`config.mk`:
```
export PLATFORM = sky130hd
export DESIGN_NAME = bp_fe_if_endpoint_flat
export DESIGN_NICKNAME = d
export VERILOG_FILES = /design/src/rtl/bp_fe_if_endpoint_if.sv /design/src/rtl/bp_fe_if_endpoint.sv /design/src/flat_wrapper.sv
export SDC_FILE = /design/constraint.sdc
export NUM_CORES = 1
export LEC_CHECK = 0
export ABC_AREA = 1
export ABC_CLOCK_PERIOD_IN_PS = 6400
export CAP_MARGIN = 0
export CORE_AREA = 4 4 147 178
export DETAILED_ROUTE_END_ITERATION = 7
export DIE_AREA = 0 0 151 182
export PLACE_DENSITY_LB_ADDON = 0.05
export SLEW_MARGIN = 20
export SYNTH_ARGS = -nofsm -noshare
export SYNTH_HDL_FRONTEND = slang
export SYNTH_SLANG_ARGS = --single-unit
```
`constraint.sdc`:
```
create_clock -name clk_i -period 6.4 [get_ports clk_i]
set_input_delay 0.64 -clock clk_i [delete_from_list [all_inputs] [get_ports clk_i]]
set_output_delay 0.64 -clock clk_i [all_outputs]
set_load 0.01 [all_outputs]
```
`src/rtl/bp_fe_if_endpoint_if.sv`:
```
// FE/BE endpoint signal bundle: fetch input, fe_queue output, fe_cmd input and I$ controls.
// The master side is the endpoint and the slave side is its environment.
interface bp_fe_if_endpoint_if #(
  parameter int unsigned vaddr_width_p = 39,
  parameter int unsigned instr_width_p = 32
);
  logic                                   fetch_v;
  logic [vaddr_width_p-1:0]               fetch_pc;
  logic [instr_width_p-1:0]               fetch_instr;
  logic                                   fetch_ready;
  logic [vaddr_width_p+instr_width_p-1:0] fe_queue;
  logic                                   fe_queue_v;
  logic                                   fe_queue_ready;
  logic [vaddr_width_p+2:0]               fe_cmd;
  logic                                   fe_cmd_v;
  logic                                   fe_cmd_yumi;
  logic                                   redirect_v;
  logic [vaddr_width_p-1:0]               redirect_pc;
  logic                                   fence_v;
  logic                                   fence_done;

  modport master (
    input  fetch_v, fetch_pc, fetch_instr, fe_queue_ready, fe_cmd, fe_cmd_v, fence_done,
    output fetch_ready, fe_queue, fe_queue_v, fe_cmd_yumi, redirect_v, redirect_pc, fence_v
  );

  modport slave (
    output fetch_v, fetch_pc, fetch_instr, fe_queue_ready, fe_cmd, fe_cmd_v, fence_done,
    input  fetch_ready, fe_queue, fe_queue_v, fe_cmd_yumi, redirect_v, redirect_pc, fence_v
  );
endinterface

```
`src/rtl/bp_fe_if_endpoint.sv`:
```
// FE-side endpoint: buffers fetched {pc, instr} in a FIFO for the BE and executes BE
// commands (redirect/flush, I$ fence).
module bp_fe_if_endpoint #(
  parameter int unsigned vaddr_width_p = 39,
  parameter int unsigned instr_width_p = 32,
  parameter int unsigned queue_els_p   = 4
) (
  input logic                  clk_i,
  input logic                  reset_i,
  bp_fe_if_endpoint_if.master  bus
);
  localparam int unsigned PtrW   = $clog2(queue_els_p);
  localparam int unsigned CntW   = $clog2(queue_els_p + 1);
  localparam int unsigned EntryW = vaddr_width_p + instr_width_p;

  typedef enum logic [0:0] {e_run, e_fence} state_e;

  state_e                   state_q, state_d;
  logic [EntryW-1:0]        mem_q [queue_els_p];
  logic [PtrW-1:0]          wptr_q, rptr_q;
  logic [CntW-1:0]          count_q;
  logic                     redirect_v_q;
  logic [vaddr_width_p-1:0] redirect_pc_q;

  logic [2:0]               opcode;
  logic [vaddr_width_p-1:0] cmd_vaddr;
  logic                     flush_now, yumi, fetch_ready, queue_v, enq, deq;

  assign opcode    = bus.fe_cmd[vaddr_width_p+2:vaddr_width_p];
  assign cmd_vaddr = bus.fe_cmd[vaddr_width_p-1:0];

  always_comb begin
    state_d   = state_q;
    flush_now = 1'b0;
    yumi      = 1'b0;
    unique case (state_q)
      e_run: begin
        if (bus.fe_cmd_v) begin
          if (opcode == 3'd0 || opcode == 3'd1) begin
            flush_now = 1'b1;
            yumi      = 1'b1;
          end else if (opcode == 3'd2) begin
            state_d = e_fence;
          end else begin
            yumi = 1'b1;
          end
        end
      end
      e_fence: begin
        if (bus.fence_done) begin
          yumi    = bus.fe_cmd_v;
          state_d = e_run;
        end
      end
      default: state_d = e_run;
    endcase
    // Combinational outputs are held low while reset is asserted.
    flush_now = flush_now & reset_i;
    yumi      = yumi & reset_i;
  end

  assign queue_v     = (count_q != '0);
  assign fetch_ready = reset_i & (state_q == e_run) & (count_q != CntW'(queue_els_p)) & ~flush_now;
  assign enq         = bus.fetch_v & fetch_ready;
  assign deq         = queue_v & bus.fe_queue_ready;

  assign bus.fetch_ready = fetch_ready;
  assign bus.fe_queue_v  = queue_v;
  assign bus.fe_queue    = queue_v ? mem_q[rptr_q] : '0;
  assign bus.fe_cmd_yumi = yumi;
  assign bus.redirect_v  = redirect_v_q;
  assign bus.redirect_pc = redirect_pc_q;
  assign bus.fence_v     = (state_q == e_fence);

  always_ff @(posedge clk_i) begin
    if (!reset_i) begin
      state_q       <= e_run;
      wptr_q        <= '0;
      rptr_q        <= '0;
      count_q       <= '0;
      redirect_v_q  <= 1'b0;
      redirect_pc_q <= '0;
    end else begin
      state_q      <= state_d;
      redirect_v_q <= flush_now;
      if (flush_now) redirect_pc_q <= cmd_vaddr;
      if (enq) mem_q[wptr_q] <= {bus.fetch_pc, bus.fetch_instr};
      // A flush discards everything, including an entry dequeued this cycle.
      if (flush_now) begin
        wptr_q  <= '0;
        rptr_q  <= '0;
        count_q <= '0;
      end else begin
        if (enq) wptr_q <= wptr_q + 1'b1;
        if (deq) rptr_q <= rptr_q + 1'b1;
        count_q <= count_q + CntW'(enq) - CntW'(deq);
      end
    end
  end
endmodule

```
`src/flat_wrapper.sv`:
```
// flat-port wrapper written by rule: the top's interface ports become plain ports
module bp_fe_if_endpoint_flat 
#(
  parameter int unsigned vaddr_width_p = 39,
  parameter int unsigned instr_width_p = 32,
  parameter int unsigned queue_els_p   = 4
)
  (clk_i, reset_i, bus_fetch_v, bus_fetch_pc, bus_fetch_instr, bus_fe_queue_ready, bus_fe_cmd, bus_fe_cmd_v, bus_fence_done, bus_fetch_ready, bus_fe_queue, bus_fe_queue_v, bus_fe_cmd_yumi, bus_redirect_v, bus_redirect_pc, bus_fence_v);
  bp_fe_if_endpoint_if #(.vaddr_width_p(vaddr_width_p), .instr_width_p(instr_width_p)) bus_i ();
  input logic clk_i;
  input logic reset_i;
  input wire logic [$bits(bus_i.fetch_v)-1:0] bus_fetch_v;
  input wire logic [$bits(bus_i.fetch_pc)-1:0] bus_fetch_pc;
  input wire logic [$bits(bus_i.fetch_instr)-1:0] bus_fetch_instr;
  input wire logic [$bits(bus_i.fe_queue_ready)-1:0] bus_fe_queue_ready;
  input wire logic [$bits(bus_i.fe_cmd)-1:0] bus_fe_cmd;
  input wire logic [$bits(bus_i.fe_cmd_v)-1:0] bus_fe_cmd_v;
  input wire logic [$bits(bus_i.fence_done)-1:0] bus_fence_done;
  output wire logic [$bits(bus_i.fetch_ready)-1:0] bus_fetch_ready;
  output wire logic [$bits(bus_i.fe_queue)-1:0] bus_fe_queue;
  output wire logic [$bits(bus_i.fe_queue_v)-1:0] bus_fe_queue_v;
  output wire logic [$bits(bus_i.fe_cmd_yumi)-1:0] bus_fe_cmd_yumi;
  output wire logic [$bits(bus_i.redirect_v)-1:0] bus_redirect_v;
  output wire logic [$bits(bus_i.redirect_pc)-1:0] bus_redirect_pc;
  output wire logic [$bits(bus_i.fence_v)-1:0] bus_fence_v;
  assign bus_i.fetch_v = bus_fetch_v;
  assign bus_i.fetch_pc = bus_fetch_pc;
  assign bus_i.fetch_instr = bus_fetch_instr;
  assign bus_i.fe_queue_ready = bus_fe_queue_ready;
  assign bus_i.fe_cmd = bus_fe_cmd;
  assign bus_i.fe_cmd_v = bus_fe_cmd_v;
  assign bus_i.fence_done = bus_fence_done;
  assign bus_fetch_ready = bus_i.fetch_ready;
  assign bus_fe_queue = bus_i.fe_queue;
  assign bus_fe_queue_v = bus_i.fe_queue_v;
  assign bus_fe_cmd_yumi = bus_i.fe_cmd_yumi;
  assign bus_redirect_v = bus_i.redirect_v;
  assign bus_redirect_pc = bus_i.redirect_pc;
  assign bus_fence_v = bus_i.fence_v;
  bp_fe_if_endpoint #(.vaddr_width_p(vaddr_width_p), .instr_width_p(instr_width_p), .queue_els_p(queue_els_p)) u_core (.clk_i(clk_i), .reset_i(reset_i), .bus(bus_i));
endmodule
```
# After elaboration in Yosys (flattened, before gate mapping)
# Memory sizes are Yosys's and may differ from the RTL's. A register that Yosys moved wholly into a read port is not among the register bits.
# Cells that the tools add are included.
dict set report classes {
  addsub 4
  eq_ne 3
  mux 19
  bitwise 10
  n_reduce_logical 4
}
# op n
set ops {}
lappend ops {{71-bit two-way mux} 1}
lappend ops {{1-bit two-way mux} 14}
lappend ops {{1-bit AND} 7}
lappend ops {{2-bit by 1-bit adder with 2-bit output (second input constant)} 2}
lappend ops {{2-bit two-way mux} 2}
lappend ops {{1-bit case mux with 2 select lines} 2}
lappend ops {{3-bit by 1-bit adder with 3-bit output} 1}
lappend ops {{3-bit by 1-bit == test with 1-bit output (second input constant)} 1}
lappend ops {{3-bit by 2-bit == test with 1-bit output (second input constant)} 1}
lappend ops {{3-bit logical NOT} 1}
lappend ops {{3-bit != test (second input constant)} 1}
lappend ops {{1-bit inverter} 3}
lappend ops {{3-bit nonzero test} 1}
lappend ops {{3-bit by 1-bit subtractor with 3-bit output} 1}
lappend ops {{2-bit OR reduction} 1}
lappend ops {{1-bit logical OR} 1}
dict set report word_totals {
  ff_bits 48
  ramBits 284
  input_bits 119
  word_cells 47
  n_memories 1
}
# name words width read_ports rd_clocked_by_memory_dff wr line_no
set memory_table {}
lappend memory_table {u_core.mem_q 4 71 1 1 1 bp_fe_if_endpoint.sv:19} ;# logic [EntryW-1:0] mem_q [queue_els_p];

# Logic depth before layout (Yosys ltp)
# Gate-level depths: netlist (run 1).
dict set report depth {
  depth_word 12
  mapped_depth 10
  mapped_depth_nobuf 10
}

# Worst setup path before layout (run 1)
# No wires, ideal clock.
dict set report synth_timing {
  kind {input to register}
  from {in reset_i}
  to {mem u_core.mem_q[0][0] (netlist name), enable pin}
  setup_ns 0.501
  t_arrival_ns 4.049
  required_time_ns 5.899
  slack_ns 1.850
  stages 4
  n_path_buf 0
  path_cell_list {nand2_1 > a21oi_1 > nand3_1 > nor2_1}
}
dict set report synth_via {
  elab_chain_len 7
}
# item line_no
set synth_rtl {}
lappend synth_rtl {{from (decl)} flat_wrapper.sv:11} ;# input logic reset_i;
lappend synth_rtl {{1-bit AND (on tied branches)} {bp_fe_if_endpoint.sv:63, bp_fe_if_endpoint.sv:58}}
lappend synth_rtl {{1-bit AND or 1-bit inverter (tied branches)} bp_fe_if_endpoint.sv:63} ;# assign fetch_ready = reset_i & (state_q == e_run) & (count_q != CntW'(queue_els_p)) & ~flush_now;
lappend synth_rtl {{1-bit AND} bp_fe_if_endpoint.sv:63}
lappend synth_rtl {{1-bit AND} bp_fe_if_endpoint.sv:64} ;# assign enq = bus.fetch_v & fetch_ready;
lappend synth_rtl {{1-bit two-way mux} bp_fe_if_endpoint.sv:87} ;# if (enq) mem_q[wptr_q] <= {bus.fetch_pc, bus.fetch_instr};
lappend synth_rtl {{1-bit two-way mux (*)} bp_fe_if_endpoint.sv:76} ;# if (!reset_i) begin
lappend synth_rtl {{1-bit two-way mux (implied by the code) (*)} bp_fe_if_endpoint.sv:87}
lappend synth_rtl {{to (decl)} bp_fe_if_endpoint.sv:19}
# Every way passes the cells marked *; elsewhere a longest branch is shown, timed or not.

==> impl_metrics.csv, run 1 <==
group,metric,value,unit
worst_setup_path,arrival,3.58,ns
timing,tightestPinTransition,1.06,ns
grt,grt_max_degree,79,
floorplan,ios,234,
cts,clock_sinks,334,
min_path,min_to,"u_core.bus.redirect_pc[2]",
worst_setup_path,critPathKind,"flop to output pin",
drt,drtIter0Drc,529,
grt,grt_use_total,20.1,%
cts,post_cts_buffers,0,
worst_setup_path,rr_worst_depth,5,
worst_setup_path,critPathMaxStageDelay,0.65,ns
placed_design,dp_hpwl,16200,µm
timing,skew,0.00655,ns
floorplan,die_y,182,µm
synthesis,synthAdderAreaFrac,0.744,%
worst_setup_path,required,5.76,ns
cts,cts_hold_buf,0,
drt,via_per_inst,5.13,
timing,finalCritPeriodShare,66.0,%
synthesis,yosysTopAreaCellShare,66.7,%
synthesis,synth.area.mux_share,0,%
synthesis,yosysTopAreaCell,"edfxtp_1",
final_layout,post-route-util,67.1,%
min_path,hold_depth,2,
timing,finalHoldViolCount,0,
final_layout,fillers,1864,
timing,min_period,4.22,ns
cts,cts_buffer_depth,3,
placed_design,gp_congestion,0.753,
timing,finalSetupTns,0,ns
synthesis,synth_cell_types,24,
job,cap_viol_max_count,0,
cts,cts_buffers,31,
final_layout,drive_gt1_share,5.15,%
synthesis,ys_warn_count,0,
synthesis,seq_area_frac_synth,74.5,%
placed_design,io_buffers,233,
placed_design,dp_cells,1588,
synthesis,synthXorXnorAreaFrac,0.137,%
timing,setup_violations,0,
worst_setup_path,rr_endpoint,"u_core.mem_q[2][40]",
cts,cts_tree,"yes",
synthesis,synth_top_family_by_area,"simple AND/OR/NAND/NOR gates",
final_layout,finalNonFillerCells,1646,
cts,cts-root-buf,"clkbuf_16",
cts,post_cts_resized,0,
floorplan,dieArea,27500,µm²
cts,htreeDepth,1,
synthesis,synth_compound_area_share,8.61,%
pwr,ir_drop,264,µV
timing,grt_setup_unrepaired,"no",
timing,max_slew_margin,29.0,%
drt,vias,8446,
worst_setup_path,critPathTopFamily,"buffers and inverters",
synthesis,syn-mean-instance-area,11.8,µm²
drt,final_antenna_net_count,0,
timing,slew_violations,0,
final_layout,area_delta_synth_final,28.3,%
grt,overflow,0,
grt,grt_antenna_before_repair,2,
floorplan,fp.dieW,151,µm
pwr,leakage,0.00579,µW
synthesis,synth-seq-cells,334,
min_path,hold_class,"flop to flop",
grt,grt_pass1_vias,8516,
drt,post-route-drc-count,0,
synthesis,synth-simple-area-share,12.9,%
drt,wl,28000,µm
worst_setup_path,worstSetupEndpointType,"output pin",
pwr,p_per_area,369,nW/µm²
final_layout,finalInstanceArea,16400,µm²
synthesis,syn_area,12800,µm²
worst_setup_path,critical_path.max_fanout,78,
worst_setup_path,r2r-start,"u_core.count_q[1]",
worst_setup_path,critPathBufInv,3,
cts,worstSkewPairLatency,0.54,ns
timing,clock.fmax,0.237,GHz
drt,wl_per_cell,17.0,µm
final_layout,nets,1423,
drt,drt_first_pass_iters,4,
synthesis,syn-instance-count,1081,
cts,cts.clk_slew.worst_paths,0.06,ns
min_path,hold_start,"u_core.bus.redirect_pc[2]",
worst_setup_path,cp_cell_sequence,"inv_4 > buf_4 > o21ai_0 > a21oi_1 > clkdlybuf4s50_1",
synthesis,synthesis.nets,1207,
worst_setup_path,cp-start-kind,"flop",
floorplan,core_area,24400,µm²
floorplan,initial_core_util,52.3,%
synthesis,synth_area_leaders,"edfxtp_1, nor2_1, dfxtp_1",
floorplan,rows,63,
worst_setup_path,r2r_slack,3.65,ns
worst_setup_path,slowest_stage,"buf_4",
placed_design,placed_area,15400,µm²
run_status,status,"finished, final reports clean",
grt,grt_pass1_wl,43500,µm
[per-stage QoR]
stage	total power (µW)	hold slack, ns	setup WS [ns]
final	6060	0.443	2.18
after global routing	6360	0.458	1.97
after CTS	6140	0.446	2.14
after detailed placement	4330	0.433	2.72
after global placement	4310	0.426	2.73
after floorplan	3400	0.454	1.85
[synthesized netlist by cell type]
cell,count
dfxtp_1,50
o21ai_0,92
nor2_1,295
inv_1,19
nor3b_1,1
ha_1,6
inv_2,4
nand3b_1,1
o21ai_1,52
nand4_1,1
edfxtp_1,284
buf_1,3
buf_6,3
clkbuf_1,23
buf_2,16
xor2_1,2
nand3_1,3
nand2_1,131
a21oi_1,76
or2_2,1
clkbuf_2,8
and2_1,1
buf_4,8
fa_1,1
[power by group]
group / internal [µW] / switching, µW / total [µW]
Sequential: 2460 / 79.8 / 2540
Clock: 1050 / 747 / 1800
Combinational: 779 / 938 / 1720
Total: 4290 / 1760 / 6060
[sequential cells by signal, indices dropped and copies added, names as in the netlist, named ones only]
register	count
u_core.bus.fence_v	1
u_core.bus.redirect_pc	39
u_core.bus.redirect_v	1
u_core.count_q	3
u_core.mem_q	284
u_core.rptr_q	2
u_core.wptr_q	2
[per-layer routing]
layer / vias to the layer above / track usage, % / share of wire, %
met1: 3940 / 24.5 / 39
met4: 4 / 6.02 / 2.2
li1: 4158 / - / -
met2: 292 / 33.9 / 49
met3: 52 / 6.64 / 9.6
met5: - / 0 / 0.082
[worst min-delay path, cell delays in order (launching register included)]
cell and delay, ns:
dfxtp_1 0.32, nand2_1 0.05, nand2_1 0.04
[how the worst max path moves through the flow]
| stage | to | slack [ns] | cells after the start |
|---|---|---|---|
| finish | bus_fe_queue[67] | 2.18 | 5 |
| global route | bus_fe_queue[67] | 1.97 | 5 |
| CTS | bus_fe_queue[70] | 2.14 | 5 |
| detailed placement | bus_fe_queue[70] | 2.72 | 5 |
| global placement | u_core.mem_q[0][35] | 2.73 | 6 |
| floorplan | u_core.mem_q[0][0] | 1.85 | 4 |
[kinds of logic after synthesis]
kind of cell,Yosys count
adder cells (fa/ha/maj),7
flip-flops,334
AND/OR/NAND/NOR,434
buffers and inverters,84
XOR/XNOR,2
AO/OA/AOI/OAI,220
[layout by cell type (no fill, tap or decap), types with 2 or more instances in the layout]
cell / n
xor2_1: 2
nand2_1: 131
buf_12: 2
ha_1: 6
clkdlybuf4s50_1: 233
o21ai_1: 52
edfxtp_1: 284
inv_1: 18
clkbuf_1: 7
clkinv_1: 4
a21oi_1: 76
dfxtp_4: 2
nor2_1: 291
clkbuf_16: 31
buf_16: 2
inv_2: 4
o21ai_0: 92
nor2_4: 4
nand3_1: 3
buf_4: 7
clkinv_2: 6
dfxtp_1: 48
bufinv_16: 4
clkinv_4: 3
[cell type report]
type,instances,area (µm²),share of cell area [%]
sequential,334,9540,58.1
multi-input combinational,663,2890,17.6
timing repair buffer,244,2480,15.1
clock buffer,38,802,4.89
tap,325,407,2.48
clock inverter,18,199,1.21
inverter,23,88.8,0.541
antenna,1,2.50,0.0153
No activity file was read; power rests on OpenSTA's default activity.
==> inputs of run 2 (changes only) <==
--- a/config.mk
+++ b/config.mk
@@ -6,11 +6,11 @@
 export NUM_CORES = 1
 export LEC_CHECK = 0
 export ABC_AREA = 1
-export ABC_CLOCK_PERIOD_IN_PS = 6400
+export ABC_CLOCK_PERIOD_IN_PS = 4260
 export CAP_MARGIN = 0
-export CORE_AREA = 4 4 147 178
+export CORE_AREA = 4 4 149 179
 export DETAILED_ROUTE_END_ITERATION = 7
-export DIE_AREA = 0 0 151 182
+export DIE_AREA = 0 0 153 183
 export PLACE_DENSITY_LB_ADDON = 0.05
 export SLEW_MARGIN = 20
 export SYNTH_ARGS = -nofsm -noshare
==> constraint.sdc (replaced) <==
create_clock -name clk_i -period 4.26 [get_ports clk_i]
set_input_delay 0.426 -clock clk_i [delete_from_list [all_inputs] [get_ports clk_i]]
set_output_delay 0.426 -clock clk_i [all_outputs]
set_load 0.01 [all_outputs]
==> impl_metrics.csv, run 2 (same netlist as run 1, synthesis figures left out) <==
group,metric,value,unit
cts,post_cts_resized,0,
final_layout,mostFrequentLayoutCells,"nor2_1, edfxtp_1, clkdlybuf4s50_1",
timing,skew,0.00569,ns
cts,cts.clk_slew.worst_paths,0.06,ns
drt,vias,8414,
cts,cts_tree,"yes",
timing,max_slew_margin,34.8,%
drt,drtIter0Drc,412,
timing,grt_setup_unrepaired,"no",
grt,grt_antenna_before_repair,3,
worst_setup_path,critPathMaxStageDelay,0.80,ns
cts,post_cts_buffers,0,
min_path,hold_depth,2,
timing,finalHoldViolCount,0,
pwr,ir_drop,464,µV
drt,drt_first_pass_iters,5,
floorplan,initial_core_util,51.7,%
drt,wl_met1,11700,µm
pwr,leakage,0.00587,µW
placed_design,gp_congestion,0.750,
cts,clock_sinks,334,
timing,min_period,3.45,ns
cts,cts_hold_buf,0,
floorplan,rows,63,
worst_setup_path,critical_path.max_fanout,63,
floorplan,die_y,183,µm
timing,finalSetupTns,0,ns
cts,worstSkewPairLatency,0.50,ns
drt,wl,28400,µm
worst_setup_path,cp_cell_sequence,"buf_4 > nor2_1 > nor2_1 > o21ai_0 > a21oi_1 > clkdlybuf4s50_1",
drt,final_antenna_net_count,0,
floorplan,ios,234,
worst_setup_path,rr_worst_depth,5,
floorplan,core_area,24800,µm²
grt,overflow,0,
timing,clock.fmax,0.289,GHz
drt,wl_met2,13900,µm
worst_setup_path,worstSetupEndpointType,"output pin",
drt,wl_met3,2340,µm
grt,grt_max_degree,72,
final_layout,nets,1430,
worst_setup_path,slowest_stage,"dfxtp_4",
drt,post-route-drc-count,0,
placed_design,dp_hpwl,16900,µm
floorplan,fp.dieW,153,µm
grt,grt_pass1_wl,44300,µm
worst_setup_path,required,3.83,ns
drt,top_layer,"met5",
final_layout,drive_gt1_share,5.34,%
worst_setup_path,crit_top_cell,"nor2_1",
cts,cts_buffer_depth,3,
timing,slew_violations,0,
timing,finalCritPeriodShare,81.1,%
drt,via_per_inst,5.09,
worst_setup_path,critPathKind,"flop to output pin",
placed_design,io_buffers,233,
final_layout,largest_reg_flops,284,
final_layout,top_register,"u_core.mem_q",
final_layout,diodes,0,
final_layout,area_delta_synth_final,29.3,%
cts,cts-root-buf,"clkbuf_16",
worst_setup_path,arrival,3.03,ns
floorplan,dieArea,28000,µm²
drt,wl_per_cell,17.2,µm
pwr,p_per_area,564,nW/µm²
grt,grt_pass1_vias,8153,
cts,cts_buffers,34,
timing,setup_violations,0,
run_status,status,"finished, final reports clean",
grt,grt_use_total,19.8,%
cts,htreeDepth,2,
timing,tightestPinTransition,0.977,ns
final_layout,post-route-util,66.8,%
worst_setup_path,cp-start-kind,"flop",
job,cap_viol_max_count,0,
final_layout,layout_commonest_cell,"nor2_1",
min_path,hold_class,"flop to flop",
run 2: critical path: cells and delay by family (launching register included):
kind | cells | cell delay, ns
buf+inv | 2 | 1.12
flops | 1 | 0.80
simple gates | 2 | 0.21
compound gates | 2 | 0.36
run 2: final cells by class:
class	instances	area, µm²
flip-flops and latches	334	9540
fillers	1879	8220
multi-input cells	663	2890
repair buffers	248	2490
clock buffers	47	1000
well taps	325	407
clock inverters	14	111
inverters	23	88.8
run 2: through the flow:
step | setup slack (ns) | instances | hold slack [ns] | instance area [µm²] | power, µW
5_1_grt | 0.566 | 1654 | 0.461 | 16500 | 9790
3_3_place_gp | 1.33 | 1593 | 0.426 | 15400 | 6510
6_report | 0.806 | 1654 | 0.445 | 16500 | 9320
3_5_place_dp | 1.29 | 1593 | 0.432 | 15400 | 6520
4_1_cts | 0.780 | 1654 | 0.446 | 16500 | 9440
2_1_floorplan | -0.0757 | 1081 | 0.454 | 12800 | 5110
run 2: report_power, final:
part	switching (µW)	internal [µW]	leakage, µW	total (µW)
combinational	1420	1180	0.00234	2600
clock	1150	1770	0.000541	2920
sequential	106	3700	0.00298	3810
total	2680	6650	0.00587	9320
run 2: metal layers:
metal / track usage [%] / up-vias
li1: - / 4162
met1: 25.3 / 3938
met2: 33.4 / 270
met3: 6.51 / 38
met4: 4.39 / 6
met5: 0 / -
run 2: path summary, 6_finish.rpt:
check                           slack, ns                  startpoint                    endpoint
worst min-delay path                 0.44  u_core.bus.redirect_pc[16]  u_core.bus.redirect_pc[16]
worst max-delay path                 0.81                        flop            bus_fe_queue[58]
worst min register to register       0.44  u_core.bus.redirect_pc[16]  u_core.bus.redirect_pc[16]
worst max register to register       1.89           u_core.count_q[1]         u_core.mem_q[1][59]
